<file path="src/rtl/muldiv_pkg.sv">
// muldiv_pkg: RV32M funct3 op encodings and muldiv_unit FSM state encoding
package muldiv_pkg;
    localparam logic [2:0] OP_MUL    = 3'd0;
    localparam logic [2:0] OP_MULH   = 3'd1;
    localparam logic [2:0] OP_MULHSU = 3'd2;
    localparam logic [2:0] OP_MULHU  = 3'd3;
    localparam logic [2:0] OP_DIV    = 3'd4;
    localparam logic [2:0] OP_DIVU   = 3'd5;
    localparam logic [2:0] OP_REM    = 3'd6;
    localparam logic [2:0] OP_REMU   = 3'd7;
    localparam logic [1:0] ST_IDLE   = 2'd0;
    localparam logic [1:0] ST_MUL    = 2'd1;
    localparam logic [1:0] ST_DIV    = 2'd2;
    localparam logic [1:0] ST_DONE   = 2'd3;
endpackage

</file>
<file path="src/rtl/muldiv_div_iter.sv">
// muldiv_div_iter: XLEN-step restoring radix-2 unsigned divider
// Ports: clk, rst_n (async active-low); i_start loads i_dividend/i_divisor magnitudes;
// o_quotient/o_remainder show the values produced by the current step; o_done marks the final step.
module muldiv_div_iter #(
    parameter int XLEN = 32
) (
    input  logic            clk,
    input  logic            rst_n,
    input  logic            i_start,
    input  logic [XLEN-1:0] i_dividend,
    input  logic [XLEN-1:0] i_divisor,
    output logic [XLEN-1:0] o_quotient,
    output logic [XLEN-1:0] o_remainder,
    output logic            o_done
);
    localparam int CW = $clog2(XLEN + 1);
    logic [XLEN-1:0] r_quo, r_rem, r_dvs;
    logic [CW-1:0]   r_cnt;
    logic [XLEN:0]   w_sh;
    logic            w_ge;
    assign w_sh        = {r_rem, r_quo[XLEN-1]};
    assign w_ge        = w_sh >= {1'b0, r_dvs};
    assign o_remainder = w_ge ? XLEN'(w_sh - {1'b0, r_dvs}) : w_sh[XLEN-1:0];
    assign o_quotient  = {r_quo[XLEN-2:0], w_ge};
    // outputs are next-step values, so the owner can capture them on the last step's edge
    assign o_done      = r_cnt == CW'(1);
    always_ff @(posedge clk or negedge rst_n) begin
        if (!rst_n) begin
            r_quo <= '0;
            r_rem <= '0;
            r_dvs <= '0;
            r_cnt <= '0;
        end else if (i_start) begin
            r_quo <= i_dividend;
            r_rem <= '0;
            r_dvs <= i_divisor;
            r_cnt <= CW'(XLEN);
        end else if (r_cnt != '0) begin
            r_quo <= o_quotient;
            r_rem <= o_remainder;
            r_cnt <= r_cnt - CW'(1);
        end
    end
endmodule

</file>
<file path="src/rtl/muldiv_unit.sv">
// muldiv_unit: RV32M multiply/divide unit, single-cycle multiply and iterative divide
// Ports: clk, rst_n (async active-low); req_* valid/ready request with funct3 op, operands, tag;
// resp_* valid/ready response with result and tag; flush kills in-flight work; busy = not IDLE.
module muldiv_unit
    import muldiv_pkg::*;
#(
    parameter int XLEN  = 32,
    parameter int TAG_W = 5
) (
    input  logic             clk,
    input  logic             rst_n,
    input  logic             req_valid,
    output logic             req_ready,
    input  logic [2:0]       req_op,
    input  logic [XLEN-1:0]  req_in1,
    input  logic [XLEN-1:0]  req_in2,
    input  logic [TAG_W-1:0] req_tag,
    output logic             resp_valid,
    input  logic             resp_ready,
    output logic [XLEN-1:0]  resp_result,
    output logic [TAG_W-1:0] resp_tag,
    input  logic             flush,
    output logic             busy
);
    logic [1:0]        r_state;
    logic [2:0]        r_op;
    logic [XLEN-1:0]   r_a, r_b, r_result;
    logic [TAG_W-1:0]  r_tag;
    logic              w_accept, w_is_div, w_sgn_in, w_rem_in, w_dz, w_ovf, w_special, w_start, w_done;
    logic [XLEN-1:0]   w_special_res, w_mag1, w_mag2, w_quo, w_rem, w_q_fix, w_r_fix, w_div_res, w_mul_res;
    logic              w_sgn_r, w_quo_r, w_a_sx, w_b_sx;
    logic [2*XLEN-1:0] w_a_ext, w_b_ext, w_prod;
    assign req_ready   = r_state == ST_IDLE;
    assign busy        = r_state != ST_IDLE;
    assign resp_valid  = r_state == ST_DONE;
    assign resp_result = r_result;
    assign resp_tag    = r_tag;
    assign w_accept    = req_valid && req_ready && !flush;
    assign w_is_div    = req_op[2];
    assign w_sgn_in    = req_op == OP_DIV || req_op == OP_REM;
    assign w_rem_in    = req_op == OP_REM || req_op == OP_REMU;
    assign w_dz        = req_in2 == '0;
    assign w_ovf       = w_sgn_in && req_in1 == {1'b1, {(XLEN-1){1'b0}}} && req_in2 == '1;
    assign w_special   = w_is_div && (w_dz || w_ovf);
    assign w_special_res = w_dz ? (w_rem_in ? req_in1 : '1) : (w_rem_in ? '0 : req_in1);
    assign w_start     = w_accept && w_is_div && !w_special;
    // the divider works on magnitudes; the most-negative value maps to its unsigned magnitude
    assign w_mag1      = (w_sgn_in && req_in1[XLEN-1]) ? -req_in1 : req_in1;
    assign w_mag2      = (w_sgn_in && req_in2[XLEN-1]) ? -req_in2 : req_in2;
    assign w_sgn_r     = r_op == OP_DIV || r_op == OP_REM;
    assign w_quo_r     = r_op == OP_DIV || r_op == OP_DIVU;
    assign w_q_fix     = (w_sgn_r && (r_a[XLEN-1] ^ r_b[XLEN-1])) ? -w_quo : w_quo;
    assign w_r_fix     = (w_sgn_r && r_a[XLEN-1]) ? -w_rem : w_rem;
    assign w_div_res   = w_quo_r ? w_q_fix : w_r_fix;
    assign w_a_sx      = r_op == OP_MULH || r_op == OP_MULHSU;
    assign w_b_sx      = r_op == OP_MULH;
    assign w_a_ext     = {{XLEN{w_a_sx && r_a[XLEN-1]}}, r_a};
    assign w_b_ext     = {{XLEN{w_b_sx && r_b[XLEN-1]}}, r_b};
    assign w_prod      = w_a_ext * w_b_ext;
    assign w_mul_res   = (r_op == OP_MULH || r_op == OP_MULHSU || r_op == OP_MULHU) ?
                         w_prod[2*XLEN-1:XLEN] : w_prod[XLEN-1:0];
    muldiv_div_iter #(.XLEN(XLEN)) u_div (
        .clk         (clk),
        .rst_n       (rst_n),
        .i_start     (w_start),
        .i_dividend  (w_mag1),
        .i_divisor   (w_mag2),
        .o_quotient  (w_quo),
        .o_remainder (w_rem),
        .o_done      (w_done)
    );
    always_ff @(posedge clk or negedge rst_n) begin
        if (!rst_n) begin
            r_state  <= ST_IDLE;
            r_op     <= '0;
            r_a      <= '0;
            r_b      <= '0;
            r_tag    <= '0;
            r_result <= '0;
        end else if (flush) begin
            r_state <= ST_IDLE;
        end else begin
            case (r_state)
                ST_IDLE: if (w_accept) begin
                    r_op     <= req_op;
                    r_a      <= req_in1;
                    r_b      <= req_in2;
                    r_tag    <= req_tag;
                    r_result <= w_special ? w_special_res : r_result;
                    r_state  <= w_special ? ST_DONE : (w_is_div ? ST_DIV : ST_MUL);
                end
                ST_MUL: begin
                    r_result <= w_mul_res;
                    r_state  <= ST_DONE;
                end
                ST_DIV: if (w_done) begin
                    r_result <= w_div_res;
                    r_state  <= ST_DONE;
                end
                ST_DONE: if (resp_ready) r_state <= ST_IDLE;
                default: r_state <= ST_IDLE;
            endcase
        end
    end
endmodule

</file>
<file path="config.mk">
export PLATFORM = sky130hd
export DESIGN_NAME = muldiv_unit
export DESIGN_NICKNAME = d
export VERILOG_FILES = /design/src/rtl/muldiv_pkg.sv /design/src/rtl/muldiv_div_iter.sv /design/src/rtl/muldiv_unit.sv
export SDC_FILE = /design/constraint.sdc
export NUM_CORES = 2
export LEC_CHECK = 0
export CORE_MARGIN = 10
export CORE_UTILIZATION = 55
export CTS_CLUSTER_DIAMETER = 150
export DETAILED_ROUTE_END_ITERATION = 6
export MAX_ROUTING_LAYER = met4
export PLACE_DENSITY = 0.72
export RECOVER_POWER = 25
export SETUP_SLACK_MARGIN = 0.1
export SYNTH_ARGS = -nofsm -noshare
export SYNTH_HDL_FRONTEND = slang
export SYNTH_SLANG_ARGS = --single-unit
</file>
<file path="constraint.sdc">
create_clock -name clk -period 20.7 [get_ports clk]
set_input_delay 4.14 -clock clk [delete_from_list [all_inputs] [get_ports clk]]
set_output_delay 4.14 -clock clk [all_outputs]
set_load 0.05 [all_outputs]
</file>
---- After elaboration in Yosys (flattened, before gate mapping) ----
Cells that the tools add are included.
storage, ports and cells
  output and inout bits ................... 40
  input port bits ......................... 77
  logic and storage cells ................. 99
  register bits after elaboration ......... 208
cells by class
  multipliers ............................. 1
  reduce and logical (&&, ||, !) cells .... 31
  $lt $le $gt $ge ......................... 1
  bitwise logic cells ..................... 2
  equal/unequal tests ..................... 21
  add/subtract/negate cells ............... 6
  mux-type cells .......................... 27
operators by type and width
  kind                                                  number
  two-way mux 32 bit                                    17
  negator 32 bit                                        4
  one-hot mux 32 bit (3 select lines)                   1
  equality test 32 bit (second input constant)          2
  multiplier 33 x 33 -> 64 bit                          1
  >= comparator 33 x 32 -> 1 bit                        1
  logical NOT 32 bit                                    1
  subtractor 32 bit                                     1
  equality test 3 bit (second input constant)           6
  logical AND 1 bit                                     13
  two-way mux 2 bit                                     6
  two-way mux 6 bit                                     2
  one-hot mux 2 bit (4 select lines)                    1
  logical OR 1 bit                                      7
  equality test 3 x 2 -> 1 bit (second input constant)  2
  equality test 6 x 1 -> 1 bit (second input constant)  1
  != test 2 x 1 -> 1 bit (second input constant)        3
  != test 3 x 1 -> 1 bit (second input constant)        2
  AND reduction 3 bit                                   2
  nonzero test 6 bit                                    1
  subtractor 6 x 1 -> 6 bit (second input constant)     1
  AND reduction 5 bit                                   1
  equality test 2 bit (second input constant)           2
  nonzero test 2 bit                                    2
  other kinds (8)                                       9

---- Longest topological paths before layout ----
  depth after elaboration ................. 10
  gate-level depth with buffers ........... 33
  depth with buffers taken out ............ 31

---- Modules after synthesis ----
Synthesis repeated with hierarchy kept, for this count alone.
unflattened totals
  cells, all modules ...................... 6207
  area, all modules ....................... 53685.2 um2
modules (own cells, without submodules)
  module           area an instance (um2)  cells an instance  times used
  muldiv_unit      46671.0                 5420               1
  muldiv_div_iter  7014.2                  787                1

---- Least setup slack after synthesis ----
Ideal clock, no wire load.
  path kind ............................... reg-to-reg
  start point ............................. reg r_a[31]
  end point ............................... reg r_result[29] (netlist: resp_result[29])
  data required time ...................... 20606 ps
  period minus slack after synthesis ...... 8509 ps
  library setup time ...................... 94 ps
  data arrival time ....................... 8415 ps
  cell stages (with the launch flop) ...... 31
  path slack .............................. 12191 ps
  path through ............................ dfrtp_1 -> clkbuf_1 -> nor3b_1 -> clkbuf_1 -> nand2_1 -> fa_1 -> fa_1 -> inv_1 -> fa_1 -> inv_1 -> fa_1 -> inv_1 -> fa_1 -> fa_1 -> fa_1 -> inv_1 -> fa_1 -> inv_1 -> ha_1 -> a21o_1 -> a21o_1 -> a21o_1 -> a21o_1 -> a21oi_1 -> o21ai_0 -> a41o_1 -> a2111o_1 -> a221oi_1 -> xnor2_1 -> a21oi_1 -> a221oi_2
between the ends
  word-level cells in the longest chain between the ends .. 6
  elaborated cells between the ends (all ways) .. 11
ends and longest elaborated chain
  element                                                               line               text
  start: declaration                                                    muldiv_unit.sv:27  logic [XLEN-1:0] r_a, r_b, r_result;
  start signal: assignment                                              muldiv_unit.sv:86  r_a <= req_in1;
  branches (longest 5 deep; another with multiplier 33 x 33 -> 64 bit)  n/a
  one-hot mux 32 bit (3 select lines) *                                 muldiv_unit.sv:83  case (r_state)
  end signal: assignment                                                muldiv_unit.sv:89  r_result <= w_special ? w_special_res : r_result;
  end signal: assignment                                                muldiv_unit.sv:93  r_result <= w_mul_res;
  end signal: assignment                                                muldiv_unit.sv:97  r_result <= w_div_res;
  end: declaration                                                      muldiv_unit.sv:27
Mark *: on every way between the ends. The select of a mux whose other input is x is not followed.
A chain may end at the register's enable or synchronous reset.

==> out/results.ini <==
[status]
status=finished, violations left
violations=design-rule violations, max-capacitance violations, max-slew violations

[global_route]
grt_usage=0.289
grt_pass1_wl_um=244000
antenna_found_initial=13
grt_pass1_vias=44099
grt_overflow=0
grt_start_max_net_pins=103

[logic_synthesis]
synth_area_mm2=0.0531
synth.area.top_cells=fa_1, dfrtp_1, inv_1, nand2_1, ha_1
synth_top_area_cell=fa_1
ys_types=95
yosysSeqAreaShare=0.0981
synth_ff_type=dfrtp_1
synth_edf_count=0
syn-instance-count=6016
async_reset_ff_frac=1.00
syn_avg_cell_area_um2=8.82
ys_ff_latch=208
synth_nets=7476
synth_top_area_frac=0.425
yosys_warnings=0

[clocking]
insertion_delay_ns=0.56
post_cts_buffers=0
postCtsHoldBufs=0
clockRootBuffer=clkbuf_16
cts_tree=built
htree_num_levels=1
numCtsBuffers=26
clkTransAtPathRegs_ns=0.06
clkSinkCount=208
ctsResizeCount=0
clock_path_buffers=3

[setup_path]
cp.required_ns=20.31
cp_max_fo=71
critical_path_class=primary input to asynchronous set/reset pin
r2r_slack_ns=11.33
critPathTopFamily=buffers and inverters
critPathCaptureType=asynchronous set/reset pin
critical_path_buf_inv_count=2
crit_arrival_ns=9.57
crit_chain=clkbuf_1, clkbuf_1
critPathMaxStageDelay_ns=2.74
crit_slowest_cell=clkbuf_1
cp-start-kind=primary input
path_common_cell=clkbuf_1

[final_layout]
layout-drive-gt1-share=0.0422
area_growth_pct=5.39
layout_commonest_cell=inv_1
layout.cells.non_filler=7180
nets=7341
most-common-layout-cells=inv_1, fa_1, nand2_1

[floorplanning]
initial_utilization=0.556
core_area_mm2=0.0954
rows=113
io_pins=117
die_h_um=331
dieArea_mm2=0.109
fp.dieW_um=331

[timing]
max_slew_margin=-1.64
whs_ns=0.506
fin_skew_ns=0.0132
period_needed_ns=9.97
slew_viol_final=136
fmax_ghz=0.100
finalSetupViolCount=0
finalSetupTns_ns=0
rsz0062_at_grt=no
hold_viol=0
tightest_slew_ns=3.96
min_period_over_period=0.482

[route]
vias=41307
via_per_inst=5.75
drt-pass1-iter-count=7
routed_wl_um=149000
drt-wirelength-per-cell_um=20.8
drc=1
drt-initial-drc-count=3042
antenna_left=0

[placement]
gp_congestion=0.990
post-dp-hpwl_um=121000
dp_cells=7118
port_buffers=116

[hold_path]
hold_class=flop to flop

[job]
maxCapViolations=2

[final timing paths]
path / from / end / depth (start not counted)
worst max-delay path: rst_n / r_b[9]$_DFFE_PN0P_ / 2
worst min-delay path: resp_tag[4]$_DFFE_PN0P_ / resp_tag[4]$_DFFE_PN0P_ / 1
worst max register to register: r_op[1]$_DFFE_PN0P_ / resp_result[29]$_DFFE_PN0P_ / 29
worst min register to register: resp_tag[4]$_DFFE_PN0P_ / resp_tag[4]$_DFFE_PN0P_ / 1
max in group clk: r_op[1]$_DFFE_PN0P_ / resp_result[29]$_DFFE_PN0P_ / 29
min in group asynchronous: rst_n / u_div.r_quo[6]$_DFFE_PN0P_ / 1
[registers in the layout (all words and copies together), names as in the netlist]
| name | flops |
|---|---|
| r_a | 32 |
| r_b | 32 |
| r_op | 3 |
| r_state | 2 |
| resp_result | 32 |
| resp_tag | 5 |
| u_div.r_cnt | 6 |
| u_div.r_dvs | 32 |
| u_div.r_quo | 32 |
| u_div.r_rem | 32 |
[layer usage]
layer | up-vias | global-route usage | share of wire
li1 | 18053 | - | -
met1 | 21360 | 0.373 | 0.41
met2 | 1564 | 0.471 | 0.49
met3 | 330 | 0.0390 | 0.070
met4 | 0 | 0.0918 | 0.036
met5 | - | - | 0
[logic make-up (layout without fill, tap and decap cells)]
kind of cell | Yosys count | count (layout) | share of synthesized area
other | 0 | 14 | 0
multiplexers | 118 | 118 | 0.0239
AND/OR/NAND/NOR | 1767 | 1767 | 0.154
flip-flops | 208 | 208 | 0.0981
AO/OA/AOI/OAI | 722 | 722 | 0.0879
buffers and inverters | 1596 | 1481 | 0.114
adder cells (fa/ha/maj) | 1391 | 1391 | 0.487
XOR/XNOR | 214 | 214 | 0.0353
[cells in the mapped netlist, types with 45 or more instances]
| library cell | n |
|---|---|
| mux2i_1 | 50 |
| nor2_1 | 219 |
| a21oi_1 | 197 |
| a211oi_1 | 52 |
| fa_1 | 1126 |
| nor3_1 | 55 |
| clkbuf_1 | 316 |
| and2_1 | 327 |
| mux2_2 | 68 |
| inv_1 | 1239 |
| dfrtp_1 | 208 |
| a21o_1 | 45 |
| nand2_1 | 950 |
| xor2_1 | 91 |
| o21ai_0 | 187 |
| xnor2_1 | 123 |
| ha_1 | 257 |
[stage by stage]
stage | cell area, um2 | utilization | worst slack [ns]
finish | 55900 | 0.586 | 10.73
global placement | 55000 | 0.577 | 11.58
CTS | 55900 | 0.586 | 11.36
floorplan | 53100 | - | 12.19
detailed placement | 55000 | 0.577 | 11.39
global route | 55900 | 0.586 | 9.60
[final cells by class]
type | instances | area [um2]
timing repair buffer | 192 | 1720
clock buffer | 36 | 749
inverter | 1241 | 4660
sequential | 208 | 5220
antenna | 14 | 35.0
multi-input combinational | 4212 | 41800
fill | 8467 | 39500
clock inverter | 12 | 140
tap | 1265 | 1580
Power is left out: the tool's default activity adds up to more than one toggle a clock period on the data nets, which glitch-free logic cannot reach.
